`config.mk`:
```
export PLATFORM = sky130hd
export DESIGN_NAME = program_fetch_unit_flat
export DESIGN_NICKNAME = d
export VERILOG_FILES = /design/src/rtl/pic_pkg.sv /design/src/rtl/program_fetch_unit_if.sv /design/src/rtl/return_stack.sv /design/src/rtl/program_fetch_unit.sv /design/src/flat_wrapper.sv
export SDC_FILE = /design/constraint.sdc
export NUM_CORES = 1
export LEC_CHECK = 0
export ABC_AREA = 0
export BUFFER_PORTS_ARGS = -buffer_cell sky130_fd_sc_hd__buf_2
export CAP_MARGIN = 20
export CORE_MARGIN = 3
export CORE_UTILIZATION = 55
export DETAILED_ROUTE_END_ITERATION = 10
export GPL_ROUTABILITY_DRIVEN = 0
export PLACE_DENSITY_LB_ADDON = 0.05
export SETUP_SLACK_MARGIN = 0.05
export SYNTH_ARGS = -nofsm -noshare
export SYNTH_HDL_FRONTEND = slang
export SYNTH_SLANG_ARGS = --single-unit
```
`constraint.sdc`:
```
create_clock -name clk -period 3 [get_ports clk]
set_clock_uncertainty 0.05 [all_clocks]
set_input_delay 0.45 -clock clk [delete_from_list [all_inputs] [get_ports clk]]
set_output_delay 0.45 -clock clk [all_outputs]
set_load 0.02 [all_outputs]
```
`src/rtl/pic_pkg.sv`:
```
// Shared types and constants for the program fetch path.
// Latency: n/a (declarations only).
// Backpressure: n/a.
package pic_pkg;

  localparam int ADDR_W      = 11;
  localparam int INSTR_W     = 14;
  localparam int STACK_DEPTH = 8;

  localparam logic [INSTR_W-1:0] NOP_INSTR    = 14'h0000;
  localparam logic [ADDR_W-1:0]  RESET_VECTOR = 11'h000;

  // Redirect/skip requests coming back from the execute stage.
  typedef struct packed {
    logic              jump_en;
    logic              call_en;
    logic              ret_en;
    logic              skip_en;
    logic [ADDR_W-1:0] jump_addr;
  } fetch_ctrl_t;

endpackage

```
`src/rtl/program_fetch_unit_if.sv`:
```
// Fetch-stage bundle: ROM address/data, IR to execute, redirect controls, stack flags.
// Latency: n/a (wiring only).
// Backpressure: stall from execute freezes the whole fetch stage.
interface program_fetch_unit_if;

  logic                        stall;
  logic [pic_pkg::ADDR_W-1:0]  rom_addr_out;
  logic [pic_pkg::INSTR_W-1:0] rom_data_in;
  logic [pic_pkg::INSTR_W-1:0] ir_out;
  logic [pic_pkg::ADDR_W-1:0]  ir_pc;
  logic                        ir_valid;
  logic                        jump_en;
  logic                        call_en;
  logic                        ret_en;
  logic [pic_pkg::ADDR_W-1:0]  jump_addr;
  logic                        skip_en;
  logic                        stack_overflow;
  logic                        stack_underflow;

  // Fetch unit side.
  modport master (
    input  stall, rom_data_in, jump_en, call_en, ret_en, jump_addr, skip_en,
    output rom_addr_out, ir_out, ir_pc, ir_valid, stack_overflow, stack_underflow
  );

  // ROM / execute-stage side.
  modport slave (
    output stall, rom_data_in, jump_en, call_en, ret_en, jump_addr, skip_en,
    input  rom_addr_out, ir_out, ir_pc, ir_valid, stack_overflow, stack_underflow
  );

endinterface

```
`src/rtl/return_stack.sv`:
```
// Circular hardware return stack with occupancy tracking and sticky over/underflow flags.
// Latency: pop data is combinational from the current pointer; push/pop update on the clock edge.
// Backpressure: none; a full push overwrites the oldest entry, an empty pop returns stale data.
module return_stack
  import pic_pkg::*;
#(
  parameter int DEPTH = STACK_DEPTH,
  parameter int WIDTH = ADDR_W
) (
  input  logic             clk,
  input  logic             reset,
  input  logic             push,
  input  logic             pop,
  input  logic [WIDTH-1:0] data_in,
  output logic [WIDTH-1:0] data_out,
  output logic             overflow,
  output logic             underflow
);

  localparam int PTR_W = $clog2(DEPTH);
  localparam int OCC_W = PTR_W + 1;
  localparam logic [OCC_W-1:0] OCC_FULL = OCC_W'(DEPTH);

  logic [WIDTH-1:0] mem [DEPTH];
  logic [PTR_W-1:0] sp;
  logic [OCC_W-1:0] occ_q;
  logic             overflow_q;
  logic             underflow_q;

  // sp addresses the next free slot, so the top of stack lives one below it.
  assign data_out  = mem[sp - PTR_W'(1)];
  assign overflow  = overflow_q;
  assign underflow = underflow_q;

  // Storage is not reset; only the pointer and occupancy define validity.
  always_ff @(posedge clk) begin
    if (push) mem[sp] <= data_in;
  end

  // Pointer, occupancy and sticky flags; push and pop are never both requested.
  always_ff @(posedge clk or posedge reset) begin
    if (reset) begin
      sp          <= '0;
      occ_q       <= '0;
      overflow_q  <= 1'b0;
      underflow_q <= 1'b0;
    end else if (push) begin
      sp <= sp + PTR_W'(1);
      if (occ_q == OCC_FULL) overflow_q <= 1'b1;
      else                   occ_q      <= occ_q + OCC_W'(1);
    end else if (pop) begin
      sp <= sp - PTR_W'(1);
      if (occ_q == '0) underflow_q <= 1'b1;
      else             occ_q       <= occ_q - OCC_W'(1);
    end
  end

endmodule

```
`src/rtl/program_fetch_unit.sv`:
```
// Fetch stage: owns the PC, addresses the program ROM and registers the instruction for execute.
// Latency: one cycle from ROM address to ir_out; redirects and skips insert a single NOP bubble.
// Backpressure: stall holds PC, IR, stack and flags; redirect/skip inputs are ignored while stalled.
module program_fetch_unit
  import pic_pkg::*;
(
  input  logic clk,
  input  logic reset,
  program_fetch_unit_if.master bus
);

  fetch_ctrl_t        ctrl;
  logic [ADDR_W-1:0]  pc;
  logic [ADDR_W-1:0]  next_pc;
  logic [ADDR_W-1:0]  stack_top;
  logic [INSTR_W-1:0] ir_q;
  logic [ADDR_W-1:0]  ir_pc_q;
  logic               ir_valid_q;
  logic               redirect;
  logic               push;
  logic               pop;

  assign ctrl = '{jump_en:   bus.jump_en,
                  call_en:   bus.call_en,
                  ret_en:    bus.ret_en,
                  skip_en:   bus.skip_en,
                  jump_addr: bus.jump_addr};

  // Return beats jump; a CALL only pushes when it actually takes the jump.
  assign redirect = ctrl.ret_en | ctrl.jump_en;
  assign push     = ~bus.stall & ctrl.jump_en & ctrl.call_en & ~ctrl.ret_en;
  assign pop      = ~bus.stall & ctrl.ret_en;

  // Next-PC select: return address, then jump target, then sequential (wraps at 2K).
  always_comb begin
    next_pc = pc + ADDR_W'(1);
    if (ctrl.ret_en)       next_pc = stack_top;
    else if (ctrl.jump_en) next_pc = ctrl.jump_addr;
  end

  // PC and instruction register; the word fetched alongside a redirect or skip is squashed.
  always_ff @(posedge clk or posedge reset) begin
    if (reset) begin
      pc         <= RESET_VECTOR;
      ir_q       <= NOP_INSTR;
      ir_pc_q    <= RESET_VECTOR;
      ir_valid_q <= 1'b0;
    end else if (!bus.stall) begin
      pc      <= next_pc;
      ir_pc_q <= pc;
      if (redirect || ctrl.skip_en) begin
        ir_q       <= NOP_INSTR;
        ir_valid_q <= 1'b0;
      end else begin
        ir_q       <= bus.rom_data_in;
        ir_valid_q <= 1'b1;
      end
    end
  end

  // The pushed return address is the current PC, i.e. the word after the CALL.
  return_stack #(
    .DEPTH (STACK_DEPTH),
    .WIDTH (ADDR_W)
  ) u_stack (
    .clk       (clk),
    .reset     (reset),
    .push      (push),
    .pop       (pop),
    .data_in   (pc),
    .data_out  (stack_top),
    .overflow  (bus.stack_overflow),
    .underflow (bus.stack_underflow)
  );

  assign bus.rom_addr_out = pc;
  assign bus.ir_out       = ir_q;
  assign bus.ir_pc        = ir_pc_q;
  assign bus.ir_valid     = ir_valid_q;

endmodule

```
`src/flat_wrapper.sv`:
```
// flat-port wrapper written by rule: the top's interface ports become plain ports
module program_fetch_unit_flat import pic_pkg::*;
  (clk, reset, bus_stall, bus_rom_data_in, bus_jump_en, bus_call_en, bus_ret_en, bus_jump_addr, bus_skip_en, bus_rom_addr_out, bus_ir_out, bus_ir_pc, bus_ir_valid, bus_stack_overflow, bus_stack_underflow);
  program_fetch_unit_if bus_i ();
  input  logic clk;
  input  logic reset;
  input wire logic [$bits(bus_i.stall)-1:0] bus_stall;
  input wire logic [$bits(bus_i.rom_data_in)-1:0] bus_rom_data_in;
  input wire logic [$bits(bus_i.jump_en)-1:0] bus_jump_en;
  input wire logic [$bits(bus_i.call_en)-1:0] bus_call_en;
  input wire logic [$bits(bus_i.ret_en)-1:0] bus_ret_en;
  input wire logic [$bits(bus_i.jump_addr)-1:0] bus_jump_addr;
  input wire logic [$bits(bus_i.skip_en)-1:0] bus_skip_en;
  output wire logic [$bits(bus_i.rom_addr_out)-1:0] bus_rom_addr_out;
  output wire logic [$bits(bus_i.ir_out)-1:0] bus_ir_out;
  output wire logic [$bits(bus_i.ir_pc)-1:0] bus_ir_pc;
  output wire logic [$bits(bus_i.ir_valid)-1:0] bus_ir_valid;
  output wire logic [$bits(bus_i.stack_overflow)-1:0] bus_stack_overflow;
  output wire logic [$bits(bus_i.stack_underflow)-1:0] bus_stack_underflow;
  assign bus_i.stall = bus_stall;
  assign bus_i.rom_data_in = bus_rom_data_in;
  assign bus_i.jump_en = bus_jump_en;
  assign bus_i.call_en = bus_call_en;
  assign bus_i.ret_en = bus_ret_en;
  assign bus_i.jump_addr = bus_jump_addr;
  assign bus_i.skip_en = bus_skip_en;
  assign bus_rom_addr_out = bus_i.rom_addr_out;
  assign bus_ir_out = bus_i.ir_out;
  assign bus_ir_pc = bus_i.ir_pc;
  assign bus_ir_valid = bus_i.ir_valid;
  assign bus_stack_overflow = bus_i.stack_overflow;
  assign bus_stack_underflow = bus_i.stack_underflow;
  program_fetch_unit u_core (.clk(clk), .reset(reset), .bus(bus_i));
endmodule
```
==> results of run 1 <==
-- layer usage --
layer | vias to the layer above | routed length (um) | GRT usage [%]
li1 | 1549 | - | -
met1 | 1754 | 5410 | 34.4
met2 | 166 | 6110 | 38.7
met3 | 21 | 860 | 5.48
met4 | 0 | 144 | 7.67
met5 | - | 0 | 0
-- metrics by stage --
step                power, uW  setup slack, ps  instance area (um^2)
global route             7220              475                  6660
CTS                      6890              648                  6660
finish                   6870              636                  6660
detailed placement       5020              570                  6120
global placement         4990              607                  6120
floorplan                4220              393                  5570
-- worst paths after layout --
path,to,cells past startpoint
max reg2reg,u_core.bus.rom_addr_out[10],8
min,u_core.bus.ir_out[12],2
min reg2reg,u_core.u_stack.underflow,1
max in group asynchronous,u_core.bus.rom_addr_out[2],2
min in group clk,u_core.bus.ir_out[7],2
max,u_core.bus.rom_addr_out[10],8
-- cell usage after synthesis, types with 5 or more instances --
cell type	count	area [um^2]
sky130_fd_sc_hd__xnor2_1	5	43.8
sky130_fd_sc_hd__mux2_2	11	124
sky130_fd_sc_hd__dfrtp_1	46	1150
sky130_fd_sc_hd__mux4_2	20	450
sky130_fd_sc_hd__nor2_1	14	52.6
sky130_fd_sc_hd__o21ai_0	14	70.1
sky130_fd_sc_hd__nand2_1	20	75.1
sky130_fd_sc_hd__a22o_1	14	123
sky130_fd_sc_hd__ha_1	5	62.6
sky130_fd_sc_hd__mux2i_1	9	90.1
sky130_fd_sc_hd__buf_2	5	25.0
sky130_fd_sc_hd__nor3_1	6	30.0
sky130_fd_sc_hd__inv_1	10	37.5
sky130_fd_sc_hd__nor4_1	6	37.5
sky130_fd_sc_hd__a21oi_1	14	70.1
sky130_fd_sc_hd__edfxtp_1	88	2640
-- cell type report --
type                    instances  area share (%)
clock buffers                  20            6.39
well taps                     133            2.50
clock inverters                12            1.67
flip-flops and latches        134            56.9
repair buffers                 89            7.40
inverters                      12           0.714
multi-input cells             186            24.4
-- sequential cells by signal, indices dropped and copies added, names as in the netlist --
register and count:
u_core.bus.ir_out 14, u_core.u_stack.sp 3, u_core.u_stack.occ_q 4, u_core.u_stack.underflow 1, u_core.bus.rom_addr_out 11, u_core.u_stack.overflow 1
u_core.bus.ir_pc 11, u_core.u_stack.mem 88, u_core.bus.ir_valid 1
-- critical path: cells and delay by family (launching register included) --
| family | cells | cell delay [ps] |
|---|---|---|
| mux | 2 | 720 |
| fa+ha+maj | 1 | 330 |
| simple gates | 1 | 70 |
| flops | 1 | 460 |
| buf+inv | 2 | 370 |
| compound gates | 2 | 230 |
-- cells by family (layout without fill, tap and decap cells) --
kind of cell    Yosys count  in the layout  share of synthesized area, %
flops                   134            134                          68.1
compound gates           70             70                          8.70
simple gates             62             62                          5.39
mux                      42             42                          12.6
buf+inv                  29            133                          2.79
xor+xnor                  7              7                          1.24
fa+ha+maj                 5              5                          1.12
-- power by group --
part	internal, uW	switching, uW	total [uW]
sequential	2390	371	2760
combinational	962	1270	2230
clock	1160	711	1870
==> report_table.html, run 1 <==
<table>
<tr><th>Metric</th><th>Value</th></tr>
<tr><th colspan="2">Drt</th></tr>
<tr><td>Routed wirelength normalized by instance count</td><td>21.4 um</td></tr>
<tr><td>Remaining number of nets flagged by the antenna check after routing</td><td>0</td></tr>
<tr><td>Per-cell via count in the routed design</td><td>5.96</td></tr>
<tr><td>Count of vias placed by the detailed router</td><td>roughly 3500</td></tr>
<tr><td>DRC violation count after routing</td><td>0</td></tr>
<tr><td>First-pass DRT Iterations</td><td>7</td></tr>
<tr><td>Number of DRC violations after detailed-routing iteration 0</td><td>between 200 and 300</td></tr>
<tr><td>Total wire length after detailed routing</td><td>12500 um</td></tr>
<tr><th colspan="2">Floorplan</th></tr>
<tr><td>Area of the core</td><td>0.00982 mm^2</td></tr>
<tr><td>Total Die Area</td><td>between 0.01 and 0.015 mm^2</td></tr>
<tr><td>Die H</td><td>between 100 and 150 um</td></tr>
<tr><td>Row count</td><td>36</td></tr>
<tr><td>Width of the die</td><td>107 um</td></tr>
<tr><td>Starting density of the core</td><td>56.7%</td></tr>
<tr><td>Top Ports</td><td>about 70</td></tr>
<tr><th colspan="2">Placed design</th></tr>
<tr><td>Post-DP HPWL</td><td>about 8400 um</td></tr>
<tr><td>Buffers on Ports</td><td>70</td></tr>
<tr><td>Cell Count Post-Placement</td><td>554</td></tr>
<tr><th colspan="2">Yosys</th></tr>
<tr><td>Distinct cell type count after synthesis</td><td>just over 50</td></tr>
<tr><td>Average size of a mapped cell</td><td>16.0 um^2</td></tr>
<tr><td>Flops &amp; latches, synth</td><td>134</td></tr>
<tr><td>Synthesized Nets</td><td>386</td></tr>
<tr><td>Warning count from the yosys run</td><td>0</td></tr>
<tr><td>Number of instances in the synthesized netlist</td><td>approximately 350</td></tr>
<tr><td>Cell area after synthesis</td><td>0.00557 mm^2</td></tr>
<tr><td>Most used DFF post-synth</td><td>sky130_fd_sc_hd__edfxtp_1</td></tr>
<tr><td>Number of enable flip-flop cells after synthesis</td><td>88</td></tr>
<tr><td>Sequential share of the synthesized area</td><td>68.2%</td></tr>
<tr><td>Async set or reset register ratio after synthesis</td><td>34.3%</td></tr>
<tr><th colspan="2">Layout</th></tr>
<tr><td>NumNets Final</td><td>477</td></tr>
<tr><td>Growth of design area from synthesis to finish</td><td>19.7%</td></tr>
<tr><td>Final standard cell count with taps included and fillers excluded</td><td>586</td></tr>
<tr><td>Utilization of the core after routing</td><td>between 60% and 70%</td></tr>
<tr><td>Combined area of the multi-input logic cells</td><td>0.00162 mm^2</td></tr>
<tr><td>Total area of sequential cells</td><td>between 0.003 and 0.004 mm^2</td></tr>
<tr><td>Count of filler cells inserted in the layout</td><td>around 730</td></tr>
<tr><td>Proportion of layout cells with a drive suffix above 1</td><td>34.4%</td></tr>
<tr><td>Most common library cell in the layout ignoring fill and taps</td><td>sky130_fd_sc_hd__edfxtp_1</td></tr>
<tr><td>Top library cells by usage in the layout, fill and taps aside</td><td>sky130_fd_sc_hd__edfxtp_1, sky130_fd_sc_hd__buf_2, sky130_fd_sc_hd__dfrtp_1</td></tr>
<tr><td>Number of inserted diodes</td><td>0</td></tr>
<tr><th colspan="2">Global routing</th></tr>
<tr><td>Pin count of the biggest net entering global routing</td><td>47</td></tr>
<tr><td>All-layer global routing usage</td><td>24.4%</td></tr>
<tr><td>Gr ovfl total</td><td>0</td></tr>
<tr><td>Wire length of the first global-routing pass</td><td>20300 um</td></tr>
<tr><td>Number of global-route vias before repair</td><td>3603</td></tr>
<tr><td>Initial antenna violation count</td><td>0</td></tr>
<tr><th colspan="2">Timing</th></tr>
<tr><td>Endpoints failing setup</td><td>0</td></tr>
<tr><td>Pins Over Slew Limit</td><td>0</td></tr>
<tr><td>Post-route worst hold slack</td><td>95.5 ps</td></tr>
<tr><td>Fin crit share</td><td>78.8%</td></tr>
<tr><td>Normalized max-slew margin</td><td>between 30% and 40%</td></tr>
<tr><td>Least-Margin Pin Slew</td><td>945 ps</td></tr>
<tr><td>Setup TNS</td><td>0 ps</td></tr>
<tr><td>Final Hold Violating Endpoints</td><td>0</td></tr>
<tr><td>Tmin final</td><td>2360 ps</td></tr>
<tr><td>Max Clk Rate</td><td>423 MHz</td></tr>
<tr><td>Setup repair after global routing missed its margin</td><td>no</td></tr>
<tr><th colspan="2">Worst setup path</th></tr>
<tr><td>CP Launch Type</td><td>register</td></tr>
<tr><td>Critical register-to-register path startpoint</td><td>u_core.u_stack.sp[1]</td></tr>
<tr><td>Cell at the slowest stage of the critical path</td><td>sky130_fd_sc_hd__dfrtp_1</td></tr>
<tr><td>Kind of capture point of the worst setup path</td><td>register</td></tr>
<tr><td>Slowest stage delay, CP</td><td>460 ps</td></tr>
<tr><td>Critical-path maximum fanout</td><td>15</td></tr>
<tr><td>Worst setup path category</td><td>register to register</td></tr>
<tr><td>Data required, critical path</td><td>3340 ps</td></tr>
<tr><td>Cell-by-cell trace of the critical path</td><td>inv_1, ha_1, buf_4, mux4_2, mux2i_1, nor2_1, a21oi_1, o21ai_0</td></tr>
<tr><td>Launch point of the critical path</td><td>u_core.u_stack.sp[1]</td></tr>
<tr><td>Endpoint arrival time on the critical path</td><td>2700 ps</td></tr>
<tr><td>R2R setup slack</td><td>640 ps</td></tr>
<tr><th colspan="2">CTS</th></tr>
<tr><td>Clock transition at the registers of the reported paths</td><td>60 ps</td></tr>
<tr><td>Clock tree from TritonCTS</td><td>done</td></tr>
<tr><td>CTS Buf Count</td><td>17</td></tr>
<tr><td>Sink Count</td><td>134</td></tr>
<tr><td>Number of instances resized during post-cts repair</td><td>0</td></tr>
<tr><td>Clock root cell</td><td>sky130_fd_sc_hd__clkbuf_8</td></tr>
<tr><td>Max Root-Sink Buffers</td><td>2</td></tr>
<tr><td>Clk_lat worst skew</td><td>520 ps</td></tr>
<tr><td>Setup Fix Bufs, Post-CTS</td><td>0</td></tr>
<tr><td>CTS Hold Bufs</td><td>0</td></tr>
<tr><td>H-tree depth</td><td>4</td></tr>
<tr><th colspan="2">Status</th></tr>
<tr><td>Outcome</td><td>finished clean</td></tr>
<tr><th colspan="2">Min path</th></tr>
<tr><td>Hold WC Path Type</td><td>input port to asynchronous set/reset pin</td></tr>
<tr><th colspan="2">Pwr</th></tr>
<tr><td>Largest voltage drop on the vdd net</td><td>0.531 mV</td></tr>
<tr><td>Static leakage power</td><td>0.00262 uW</td></tr>
<tr><td>Power density over the cells</td><td>1030 mW/mm^2</td></tr>
<tr><th colspan="2">Run</th></tr>
<tr><td>Count of maximum capacitance violations</td><td>0</td></tr>
</table>
Note: power is estimated with default switching activity, not from simulation.
==> run 2, diff against run 1 <==
- CORE_UTILIZATION: 55 -> 52
- clock period: 3 -> 2.1 ns (I/O delays scaled with it)
==> run 2 against run 1 <==
Against the previous run: fmax is 21% higher; global-route usage is 0.23 points higher; clock-buffer cell count stayed put; sequential power is 35% higher; final area is 7.8% higher; non-clock buffer count is 43 higher; largest power group is now combinational cells; highest routed layer is now met5.
==> report_table.html, run 2 (synthesized netlist as in run 1, its figures left out) <==
<table>
<tr><th>Metric</th><th>Value</th></tr>
<tr><th colspan="2">CTS</th></tr>
<tr><td>Clock transition at the registers of the reported paths</td><td>60 ps (about the same)</td></tr>
<tr><td>Sink Count</td><td>134 (unchanged)</td></tr>
<tr><td>H-tree depth</td><td>4 (unchanged)</td></tr>
<tr><td>Clock root cell</td><td>sky130_fd_sc_hd__clkbuf_8</td></tr>
<tr><td>Clk_lat worst skew</td><td>520 ps (about the same)</td></tr>
<tr><td>Setup Fix Bufs, Post-CTS</td><td>0 (unchanged)</td></tr>
<tr><td>Max Root-Sink Buffers</td><td>2 (unchanged)</td></tr>
<tr><td>CTS Buf Count</td><td>17 (unchanged)</td></tr>
<tr><td>Clock tree from TritonCTS</td><td>done</td></tr>
<tr><th colspan="2">Layout</th></tr>
<tr><td>Number of inserted diodes</td><td>0 (unchanged)</td></tr>
<tr><td>Growth of design area from synthesis to finish</td><td>29.0%</td></tr>
<tr><td>Number of flip-flops in the largest register</td><td>88 (unchanged)</td></tr>
<tr><td>Top library cells by usage in the layout, fill and taps aside</td><td>sky130_fd_sc_hd__edfxtp_1, sky130_fd_sc_hd__buf_2, sky130_fd_sc_hd__dfrtp_1</td></tr>
<tr><td>Count of filler cells inserted in the layout</td><td>731 (+0.27%)</td></tr>
<tr><td>Largest reg by FF count</td><td>u_core.u_stack.mem</td></tr>
<tr><td>NumNets Final</td><td>520 (+9.0%)</td></tr>
<tr><td>Proportion of layout cells with a drive suffix above 1</td><td>38.9% (+4.5 points)</td></tr>
<tr><td>Most common library cell in the layout ignoring fill and taps</td><td>sky130_fd_sc_hd__edfxtp_1</td></tr>
<tr><td>Final standard cell count with taps included and fillers excluded</td><td>632 (+7.8%)</td></tr>
<tr><th colspan="2">Status</th></tr>
<tr><td>Outcome</td><td>finished clean</td></tr>
<tr><th colspan="2">Timing</th></tr>
<tr><td>Setup repair after global routing missed its margin</td><td>no</td></tr>
<tr><td>Final Hold Violating Endpoints</td><td>0 (unchanged)</td></tr>
<tr><td>Endpoints failing setup</td><td>0 (unchanged)</td></tr>
<tr><td>Max Clk Rate</td><td>513 MHz (+21%)</td></tr>
<tr><td>Tmin final</td><td>1950 ps (-415 ps)</td></tr>
<tr><td>Fin crit share</td><td>92.8% (+14 points)</td></tr>
<tr><td>Post-route worst hold slack</td><td>85.8 ps (-9.70 ps)</td></tr>
<tr><td>Normalized max-slew margin</td><td>39.2% (+2.3 points)</td></tr>
<tr><td>Least-Margin Pin Slew</td><td>907 ps (-38.7 ps)</td></tr>
<tr><td>Pins Over Slew Limit</td><td>0 (unchanged)</td></tr>
<tr><td>Least setup slack across all paths after layout</td><td>151 ps (-485 ps)</td></tr>
<tr><th colspan="2">Placed design</th></tr>
<tr><td>Setup slack at placement</td><td>-11.4 ps (-581 ps)</td></tr>
<tr><td>Post-DP HPWL</td><td>8940 um (+6.9%)</td></tr>
<tr><td>Cell Count Post-Placement</td><td>585 (+5.6%)</td></tr>
<tr><td>Buffers on Ports</td><td>70 (unchanged)</td></tr>
<tr><th colspan="2">Run</th></tr>
<tr><td>Count of maximum capacitance violations</td><td>0 (unchanged)</td></tr>
<tr><th colspan="2">Global routing</th></tr>
<tr><td>Wire length of the first global-routing pass</td><td>21100 um (+3.7%)</td></tr>
<tr><td>All-layer global routing usage</td><td>24.7% (+0.23 points)</td></tr>
<tr><td>Gr ovfl total</td><td>0 (unchanged)</td></tr>
<tr><td>Pin count of the biggest net entering global routing</td><td>31 (-34%)</td></tr>
<tr><td>Initial antenna violation count</td><td>1 (+1)</td></tr>
<tr><td>Number of global-route vias before repair</td><td>3762 (+4.4%)</td></tr>
<tr><th colspan="2">Worst setup path</th></tr>
<tr><td>Launch point of the critical path</td><td>u_core.u_stack.sp[0]</td></tr>
<tr><td>Critical path buffer and inverter count</td><td>2 (unchanged)</td></tr>
<tr><td>Cell repeated most along the worst path</td><td>sky130_fd_sc_hd__buf_6</td></tr>
<tr><td>Worst setup path category</td><td>register to register</td></tr>
<tr><td>Critical path destination</td><td>u_core.bus.rom_addr_out[0]</td></tr>
<tr><td>Kind of cell adding the most delay to the critical path</td><td>multiplexers</td></tr>
<tr><td>Crit Reg-Reg Endpoint</td><td>u_core.bus.rom_addr_out[0]</td></tr>
<tr><td>Critical register-to-register path startpoint</td><td>u_core.u_stack.sp[0]</td></tr>
<tr><td>CP Launch Type</td><td>register</td></tr>
<tr><td>Critical-path maximum fanout</td><td>15 (unchanged)</td></tr>
<tr><td>Cell-by-cell trace of the critical path</td><td>buf_6, buf_6, mux4_2, mux2i_1, a21oi_1</td></tr>
<tr><td>Slowest stage delay, CP</td><td>520 ps (+60 ps)</td></tr>
<tr><td>Kind of capture point of the worst setup path</td><td>register</td></tr>
<tr><td>R2R cell count</td><td>5 (-3)</td></tr>
<tr><td>Endpoint arrival time on the critical path</td><td>2290 ps (-410 ps)</td></tr>
<tr><td>Cell at the slowest stage of the critical path</td><td>sky130_fd_sc_hd__mux4_2</td></tr>
<tr><td>R2R setup slack</td><td>150 ps (-490 ps)</td></tr>
<tr><td>Data required, critical path</td><td>2440 ps (-900 ps)</td></tr>
<tr><td>Path length in cells of the critical path</td><td>5 (-3)</td></tr>
<tr><th colspan="2">Min path</th></tr>
<tr><td>Hold WC Path Type</td><td>input port to register</td></tr>
<tr><td>Worst min-delay path startpoint</td><td>bus_jump_addr[10]</td></tr>
<tr><td>Hold Path Stages</td><td>3</td></tr>
<tr><th colspan="2">Floorplan</th></tr>
<tr><td>Width of the die</td><td>109 um (+2.7%)</td></tr>
<tr><td>Top Ports</td><td>71 (unchanged)</td></tr>
<tr><td>Total Die Area</td><td>0.0120 mm^2 (+5.4%)</td></tr>
<tr><td>Area of the core</td><td>0.0104 mm^2 (+5.6%)</td></tr>
<tr><td>Starting density of the core</td><td>53.7% (-3.0 points)</td></tr>
<tr><td>Row count</td><td>37 (+2.8%)</td></tr>
<tr><td>Die H</td><td>109 um (+2.7%)</td></tr>
<tr><th colspan="2">Pwr</th></tr>
<tr><td>Int Pwr</td><td>7220 uW (+60%)</td></tr>
<tr><td>Part of the total power dissipated in the clock network</td><td>30.3% (+3.0 points)</td></tr>
<tr><td>Sum of internal, switching and leakage power</td><td>10700 uW (+56%)</td></tr>
<tr><td>Flop pwr share</td><td>34.7% (-5.5 points)</td></tr>
<tr><td>Largest voltage drop on the vdd net</td><td>0.939 mV (+77%)</td></tr>
<tr><td>Static leakage power</td><td>0.00287 uW (+9.4%)</td></tr>
<tr><td>Combinational share of power</td><td>35.0% (+2.5 points)</td></tr>
<tr><td>Reported net switching power</td><td>3490 uW (+48%)</td></tr>
<tr><td>Switching fraction of total power</td><td>32.6% (-1.7 points)</td></tr>
<tr><td>Power density over the cells</td><td>1490 mW/mm^2 (+45%)</td></tr>
<tr><th colspan="2">Drt</th></tr>
<tr><td>Per-cell via count in the routed design</td><td>5.79 (-2.8%)</td></tr>
<tr><td>Count of vias placed by the detailed router</td><td>3657 (+4.8%)</td></tr>
<tr><td>Total wire length after detailed routing</td><td>13500 um (+7.6%)</td></tr>
<tr><td>DRC violation count after routing</td><td>0 (unchanged)</td></tr>
<tr><td>Number of DRC violations after detailed-routing iteration 0</td><td>282 (+6.8%)</td></tr>
<tr><td>Routed wirelength normalized by instance count</td><td>21.3 um (-0.25%)</td></tr>
<tr><td>Remaining number of nets flagged by the antenna check after routing</td><td>0 (unchanged)</td></tr>
<tr><td>First-pass DRT Iterations</td><td>5 (-2)</td></tr>
</table>
## run 2: changes by cell type in the layout (fill, tap and decap cells not counted), sizes merged
cell	previous run	this run
buf	89	117
bufinv	2	6
clkinv	9	3
clkinvlp	1	2
dlygate4sd3	0	15
inv	12	13
## run 2: worst reg2reg max path: stages, from the launching register on
cell,delay [ps]
sky130_fd_sc_hd__dfrtp_1,370
sky130_fd_sc_hd__buf_6,250
sky130_fd_sc_hd__buf_6,240
sky130_fd_sc_hd__mux4_2,520
sky130_fd_sc_hd__mux2i_1,280
sky130_fd_sc_hd__a21oi_1,120
## run 2: per-layer routing
layer	vias to the layer above	global-route usage, %	wire length [um]
li1	1632	-	-
met1	1850	34.0	5710
met5	-	0	7
met3	23	7.46	894
met4	2	8.64	260
met2	150	37.8	6600
## run 2: per-stage QoR
step	instance area (um^2)	utilization (%)	setup TNS (ps)
floorplan	5610	-	-2920
global placement	6360	61.4	0
detailed placement	6360	61.4	-11.4
CTS	7170	69.1	0
global route	7180	69.3	0
finish	7180	69.3	0
## run 2: power groups by stage
stage | Combinational, uW | Sequential (uW) | Clock [uW]
3_5_place_dp | 3670 | 3760 | 0
2_1_floorplan | 2030 | 4120 | 0
3_3_place_gp | 3620 | 3750 | 0
6_report | 3750 | 3720 | 3240
4_1_cts | 3740 | 3710 | 3290
5_1_grt | 4030 | 3770 | 3410
## run 2: worst min path at each step
stage	to	slack, ps
finish	u_core.bus.rom_addr_out[10]	90
global route	u_core.bus.rom_addr_out[10]	100
CTS	u_core.bus.rom_addr_out[10]	40
detailed placement	u_core.bus.ir_out[10]	400
global placement	u_core.bus.ir_out[11]	400
floorplan	u_core.bus.ir_out[10]	390
## run 2: area by class of cell
type | count | area (um^2) | area share, %
flip-flops and latches | 134 | 3790 | 52.8
multi-input cells | 186 | 1660 | 23.0
repair buffers | 132 | 865 | 12.0
clock buffers | 20 | 425 | 5.92
clock inverters | 12 | 226 | 3.15
well taps | 136 | 170 | 2.37
inverters | 12 | 47.5 | 0.662
## run 2: what timing repair did
action	4_1_cts	5_1_grt
setup endpoints to repair	2	4
hold buffers	15	0
cloned	0	0
hold endpoints to repair	42	0
resized for setup	1	3
